==> config.mk <==
export PLATFORM = sky130hd
export DESIGN_NAME = serial_subtractor
export DESIGN_NICKNAME = d
export VERILOG_FILES = /design/src/rtl/serial_sub_pkg.sv /design/src/rtl/full_subtractor.sv /design/src/rtl/serial_subtractor.sv
export SDC_FILE = /design/constraint.sdc
export NUM_CORES = 1
export LEC_CHECK = 0
export CAP_MARGIN = 40
export CORE_ASPECT_RATIO = 0.5
export CORE_MARGIN = 2
export CORE_UTILIZATION = 35
export DETAILED_ROUTE_END_ITERATION = 8
export PLACE_DENSITY = 0.59
export REMOVE_ABC_BUFFERS = 1
export SETUP_SLACK_MARGIN = 0.02
export SLEW_MARGIN = 20
export SYNTH_ARGS = -nofsm -noshare
export SYNTH_HDL_FRONTEND = slang
export SYNTH_SLANG_ARGS = --single-unit
==> constraint.sdc <==
create_clock -name clk -period 6.72 [get_ports clk]
set_clock_uncertainty 0.05 [all_clocks]
set_input_delay 0.672 -clock clk [delete_from_list [all_inputs] [get_ports clk]]
set_output_delay 0.672 -clock clk [all_outputs]
set_load 0.05 [all_outputs]
==> src/rtl/serial_sub_pkg.sv <==
// Shared definitions for the bit-serial subtractor: FSM state encoding and
// the counter-width helper. Optional feature macro used by the top: SUB_OVF_EN.
package serial_sub_pkg;

    // Controller states; the encodings are fixed so other blocks can decode them.
    typedef enum logic [1:0] {
        ST_IDLE  = 2'd0,
        ST_SHIFT = 2'd1,
        ST_DONE  = 2'd2
    } state_t;

    // Ceiling log2 with a floor of one bit, so a 2-bit operand still gets a counter bit.
    function automatic int clog2(input int value);
        int w;
        w = 1;
        for (int i = 1; i < 32; i++) begin
            if ((1 << i) < value) begin
                w = i + 1;
            end
        end
        return w;
    endfunction

endpackage

==> src/rtl/full_subtractor.sv <==
// One-bit full subtractor: in1 - in2 - bin, producing the difference bit and
// the borrow out. Purely combinational.
module full_subtractor (
    input  logic in1,
    input  logic in2,
    input  logic bin,
    output logic diff,
    output logic bout
);

    logic w_x;

    // Difference and borrow-out for a single bit position.
    always_comb begin
        w_x  = in1 ^ in2;
        diff = w_x ^ bin;
        bout = (~in1 & in2) | (~w_x & bin);
    end

endmodule

==> src/rtl/serial_subtractor.sv <==
// Bit-serial unsigned subtractor: diff = a - b computed LSB first, one bit per
// clock, through a single full subtractor and one borrow flip-flop.
// Optional feature: define SUB_OVF_EN to add the two's-complement overflow
// output ovf (and the operand sign captures it needs).
module serial_subtractor
    import serial_sub_pkg::*;
#(
    parameter int WIDTH = 14
) (
    input  logic             clk,
    input  logic             reset,
    input  logic             start,
    input  logic [WIDTH-1:0] a,
    input  logic [WIDTH-1:0] b,
    output logic             busy,
    output logic             done,
    output logic [WIDTH-1:0] diff,
    output logic             borrow
`ifdef SUB_OVF_EN
    ,
    output logic             ovf
`endif
);

    localparam int CNT_W = clog2(WIDTH);
    localparam logic [CNT_W-1:0] CNT_LAST = CNT_W'(WIDTH - 1);

    state_t             r_state;
    logic [WIDTH-1:0]   r_a_sr;
    logic [WIDTH-1:0]   r_b_sr;
    // Only the upper WIDTH-1 result bits need storage: the bit produced on the
    // final shift goes straight into the result register.
    logic [WIDTH-2:0]   r_d_sr;
    logic               r_bff;
    logic [CNT_W-1:0]   r_cnt;
    logic               r_busy;
    logic               r_done;
    logic [WIDTH-1:0]   r_diff;
    logic               r_borrow;
`ifdef SUB_OVF_EN
    logic               r_a_msb;
    logic               r_b_msb;
    logic               r_ovf;
`endif

    logic               w_d;
    logic               w_bout;
    logic [WIDTH-1:0]   w_diff_next;

    full_subtractor u_fs (
        .in1  (r_a_sr[0]),
        .in2  (r_b_sr[0]),
        .bin  (r_bff),
        .diff (w_d),
        .bout (w_bout)
    );

    // Result shift register after this cycle's bit is inserted at the top.
    assign w_diff_next = {w_d, r_d_sr};

    // Controller and datapath: load on start, shift WIDTH times, publish result.
    always_ff @(posedge clk or posedge reset) begin
        if (reset) begin
            r_state  <= ST_IDLE;
            r_a_sr   <= '0;
            r_b_sr   <= '0;
            r_d_sr   <= '0;
            r_bff    <= 1'b0;
            r_cnt    <= '0;
            r_busy   <= 1'b0;
            r_done   <= 1'b0;
            r_diff   <= '0;
            r_borrow <= 1'b0;
`ifdef SUB_OVF_EN
            r_a_msb  <= 1'b0;
            r_b_msb  <= 1'b0;
            r_ovf    <= 1'b0;
`endif
        end else begin
            case (r_state)
                ST_IDLE: begin
                    if (start) begin
                        r_a_sr  <= a;
                        r_b_sr  <= b;
                        r_d_sr  <= '0;
                        r_bff   <= 1'b0;
                        r_cnt   <= '0;
`ifdef SUB_OVF_EN
                        r_a_msb <= a[WIDTH-1];
                        r_b_msb <= b[WIDTH-1];
`endif
                        r_busy  <= 1'b1;
                        r_state <= ST_SHIFT;
                    end
                end
                ST_SHIFT: begin
                    r_d_sr <= w_diff_next[WIDTH-1:1];
                    r_a_sr <= {1'b0, r_a_sr[WIDTH-1:1]};
                    r_b_sr <= {1'b0, r_b_sr[WIDTH-1:1]};
                    r_bff  <= w_bout;
                    r_cnt  <= r_cnt + 1'b1;
                    if (r_cnt == CNT_LAST) begin
                        r_diff   <= w_diff_next;
                        r_borrow <= w_bout;
`ifdef SUB_OVF_EN
                        r_ovf    <= (r_a_msb != r_b_msb) && (w_diff_next[WIDTH-1] != r_a_msb);
`endif
                        r_done   <= 1'b1;
                        r_state  <= ST_DONE;
                    end
                end
                ST_DONE: begin
                    r_done  <= 1'b0;
                    r_busy  <= 1'b0;
                    r_state <= ST_IDLE;
                end
                default: begin
                    r_done  <= 1'b0;
                    r_busy  <= 1'b0;
                    r_state <= ST_IDLE;
                end
            endcase
        end
    end

    assign busy   = r_busy;
    assign done   = r_done;
    assign diff   = r_diff;
    assign borrow = r_borrow;
`ifdef SUB_OVF_EN
    assign ovf    = r_ovf;
`endif

endmodule

==> flow_summary.yaml <==
run_status:
  status: "completed"
setup_path:
  worst-setup-path-type: "in2reg"
  slowest_stage: "clkdlybuf4s50_1"
  cp.required_ns: 6.88
  cp-end-kind: "flip-flop"
  rrSetupSlack_ns: 4.53
  crit_buf_inv: 3
  cp_max_fo: 19
  r2r_end: "r_cnt[17]$_DFFE_PP0P_"
  r2r_cells: 6
  crit_path_start_kind: "input port"
  max_stage_delay_ns: 0.89
  cp_common_cell: "buf_6"
  reg2reg_from: "r_state[1]$_DFFE_PP0P_"
  crit_chain: "clkdlybuf4s50_1 -> buf_6 -> nor2b_2 -> nand2b_1 -> buf_6 -> o211ai_1 -> o31ai_1"
  cp.arrival_ns: 2.68
  cp_top_family: "buffers and inverters"
  worst-path-stages: 7
finish:
  drive_gt1_share_pct: 10.8
  syn2layout_area_growth_pct: 22.8
  stdcell_count: 620
  antennaDiodeCount: 0
  final_nets: 484
placed_design:
  portBuffers: 47
  dp_slack_ns: 3.84
  placedCellCount: 602
  hpwl_mm: 5.87
  place.gp.congestion: 0.718
routing:
  first_pass_iters: 6
  via_per_inst: 5.18
  routed_wl_mm: 9.13
  drt_iter0_drc: 157
  ant_nets: 0
  post_drt_wl_per_cell_um: 14.7
  drc: 0
  vias: 3209
grt:
  grtUsageTotal_pct: 14.7
  overflow: 0
  grt_max_degree: 63
  antenna_found_initial: 0
  first_global_vias: 3062
  grt_first_pass_wirelength_mm: 15.5
hold_path:
  min_path_cells: 2
  min_path_type: "reg2reg"
  holdPathEnd: "r_a_sr[12]$_DFFE_PP0P_"
  worstHoldStart: "r_a_sr[12]$_DFFE_PP0P_"
pwr:
  power_density_mw_per_mm2: 208
  leakage_nw: 2.36
  finalPower_mw: 1.11
  peakVddDrop_uv: 116
synthesis:
  yosys_warnings: 0
  syn_area_mm2: 0.00433
  syn_avg_cell_area_um2: 10.6
  yosysUniqueCellTypes: 37
  synth-seq-cells: 93
  synth_ff_type: "dfrtp_1"
  async_reset_ff_share_pct: 100
  synth_seq_area_share_pct: 53.8
  syn_inst: 407
  synth_edf_count: 0
sta:
  max_freq_ghz: 0.396
  hold_viol: 0
  setup_ws_ns: 4.20
  finalCriticalPeriod_ns: 2.52
  slew_headroom_pct: 56.8
  setup-tns-final_ns: 0
  setup_viol: 0
  tightest_slew_ns: 0.647
  drv_slew: 0
  timing.hold.ws_ns: 0.434
  fin_crit_sh_pct: 37.5
  grt_setup_unrepaired: "no"
die:
  die_x_um: 161
  die-height_um: 82.6
  io_pins: 48
  initial_core_util_pct: 36.2
  fp.dieArea_mm2: 0.0133
  core-area_mm2: 0.0119
  rows: 28
clock_network:
  root_buffer: "clkbuf_16"
  clock-sinks: 93
  cts_setup_buffers: 0
  path_clk_slew_ns: 0.07
  cts_made_buffers: 9
  h-tree-depth: 3
  clock_latency_ns: 0.34
  cts_resized: 0
  cts_hold_buf: 0
  clockBufferDepth: 2
  cts_tree: "done"
run:
  maxCapViolations: 0
## area by class of cell
class | count | area, um2
Clock buffer | 11 | 253
Clock inverter | 5 | 42.5
Fill cell | 1127 | 6640
Inverter | 7 | 27.5
Multi-Input combinational cell | 281 | 1860
Sequential cell | 93 | 2330
Tap cell | 165 | 206
Timing Repair Buffer | 58 | 593
## worst min-delay path, cell delays in order (launching register included)
cell	delay, ns
dfrtp_1	0.35
nand2_1	0.04
o21ai_0	0.06
## metrics by stage
| step | util [%] | area, um2 |
|---|---|---|
| after detailed placement | 41.6 | 4970 |
| final | 44.5 | 5310 |
| after floorplan | - | 4210 |
| after global routing | 44.5 | 5310 |
| after CTS | 44.1 | 5270 |
| after global placement | 41.3 | 4930 |
## cell usage in the layout, fill, tap and decap left out, types with 2 or more instances in the layout
master           netlist  layout
nor2b_1               25      23
ha_1                   2       2
clkbuf_16              0       9
nor2b_2                0       2
o31ai_1                2       2
a22o_1                15      15
nor3_1                 3       3
and3_1                 7       7
dfrtp_1               93      93
a21oi_1               25      25
clkbuf_8               0       2
buf_6                  1       2
nor2_1                 4       4
mux2_2                14      14
clkinv_4               0       3
o21ai_0               39      39
a22oi_1               23      23
inv_1                  7       6
nand4_1               17      17
nor4_1                 5       5
buf_4                  0       5
nand2b_1               2       2
and3b_1                3       3
clkdlybuf4s50_1        0      47
and4_1                 5       5
buf_8                  0       2
mux2i_1               23      23
nand3_1               16      16
nand2_1               37      37
o211ai_1               2       2
## power by group
group,total (mW),switching (mW),internal [mW],leakage [nW]
clock,0.489,0.215,0.274,0.142
combinational,0.0490,0.0239,0.0252,1.07
sequential,0.568,0.00355,0.564,1.15
## kinds of logic after synthesis
group                    count (synthesis)  synth area share [%]
AND/OR/NAND/NOR                        130                  17.0
AO/OA/AOI/OAI                          111                  16.0
buffers and inverters                   33                  3.27
adder cells (fa/ha/maj)                  3                  1.04
flip-flops                              93                  53.8
multiplexers                            37                  8.97
## flip-flops by register name, summed over array words and instances (netlist names), 2 cells and up
| signal | flops |
|---|---|
| r_state | 2 |
| diff | 14 |
| r_a_sr | 14 |
| r_cnt | 32 |
| r_d_sr | 13 |
| r_b_sr | 14 |
## cells in the mapped netlist, drive strengths merged (2+ instances only)
master / count / area (um2)
mux2i: 23 / 230
a22o: 15 / 131
ha: 2 / 25.0
o211ai: 2 / 15.0
nor4: 6 / 43.8
nand4: 17 / 106
nor3: 4 / 31.3
nand2: 37 / 139
and3: 8 / 51.3
nand2b: 2 / 12.5
nor2b: 25 / 156
a22oi: 23 / 173
nor2: 4 / 15.0
a21o: 2 / 16.3
o31ai: 2 / 15.0
and3b: 3 / 26.3
o21ai: 40 / 200
and4: 5 / 43.8
buf: 9 / 51.3
clkbuf: 17 / 63.8
inv: 7 / 26.3
a21oi: 25 / 125
mux2: 14 / 158
nand3: 16 / 80.1
dfrtp: 93 / 2330
## how the worst max path moves through the flow
stage,startpoint,to,slack [ns]
6_report,start,r_cnt[11]$_DFFE_PP0P_,4.20
5_1_grt,start,r_cnt[30]$_DFFE_PP0P_,4.01
4_1_cts,start,r_cnt[11]$_DFFE_PP0P_,4.19
3_5_place_dp,start,r_cnt[11]$_DFFE_PP0P_,3.84
3_3_place_gp,start,r_cnt[3]$_DFFE_PP0P_,3.39
2_1_floorplan,r_state[0]$_DFFE_PP0P_,r_cnt[17]$_DFFE_PP0P_,3.34
## per-layer routing
layer | vias to the layer above | GRT usage (%) | share of wire, %
met5 | - | 0 | 0
met4 | 0 | 4.82 | 0.71
met3 | 4 | 3.40 | 2.4
met2 | 47 | 23.3 | 45
met1 | 1581 | 20.2 | 52
li1 | 1577 | - | -
Note: power is estimated with default switching activity, not from simulation.
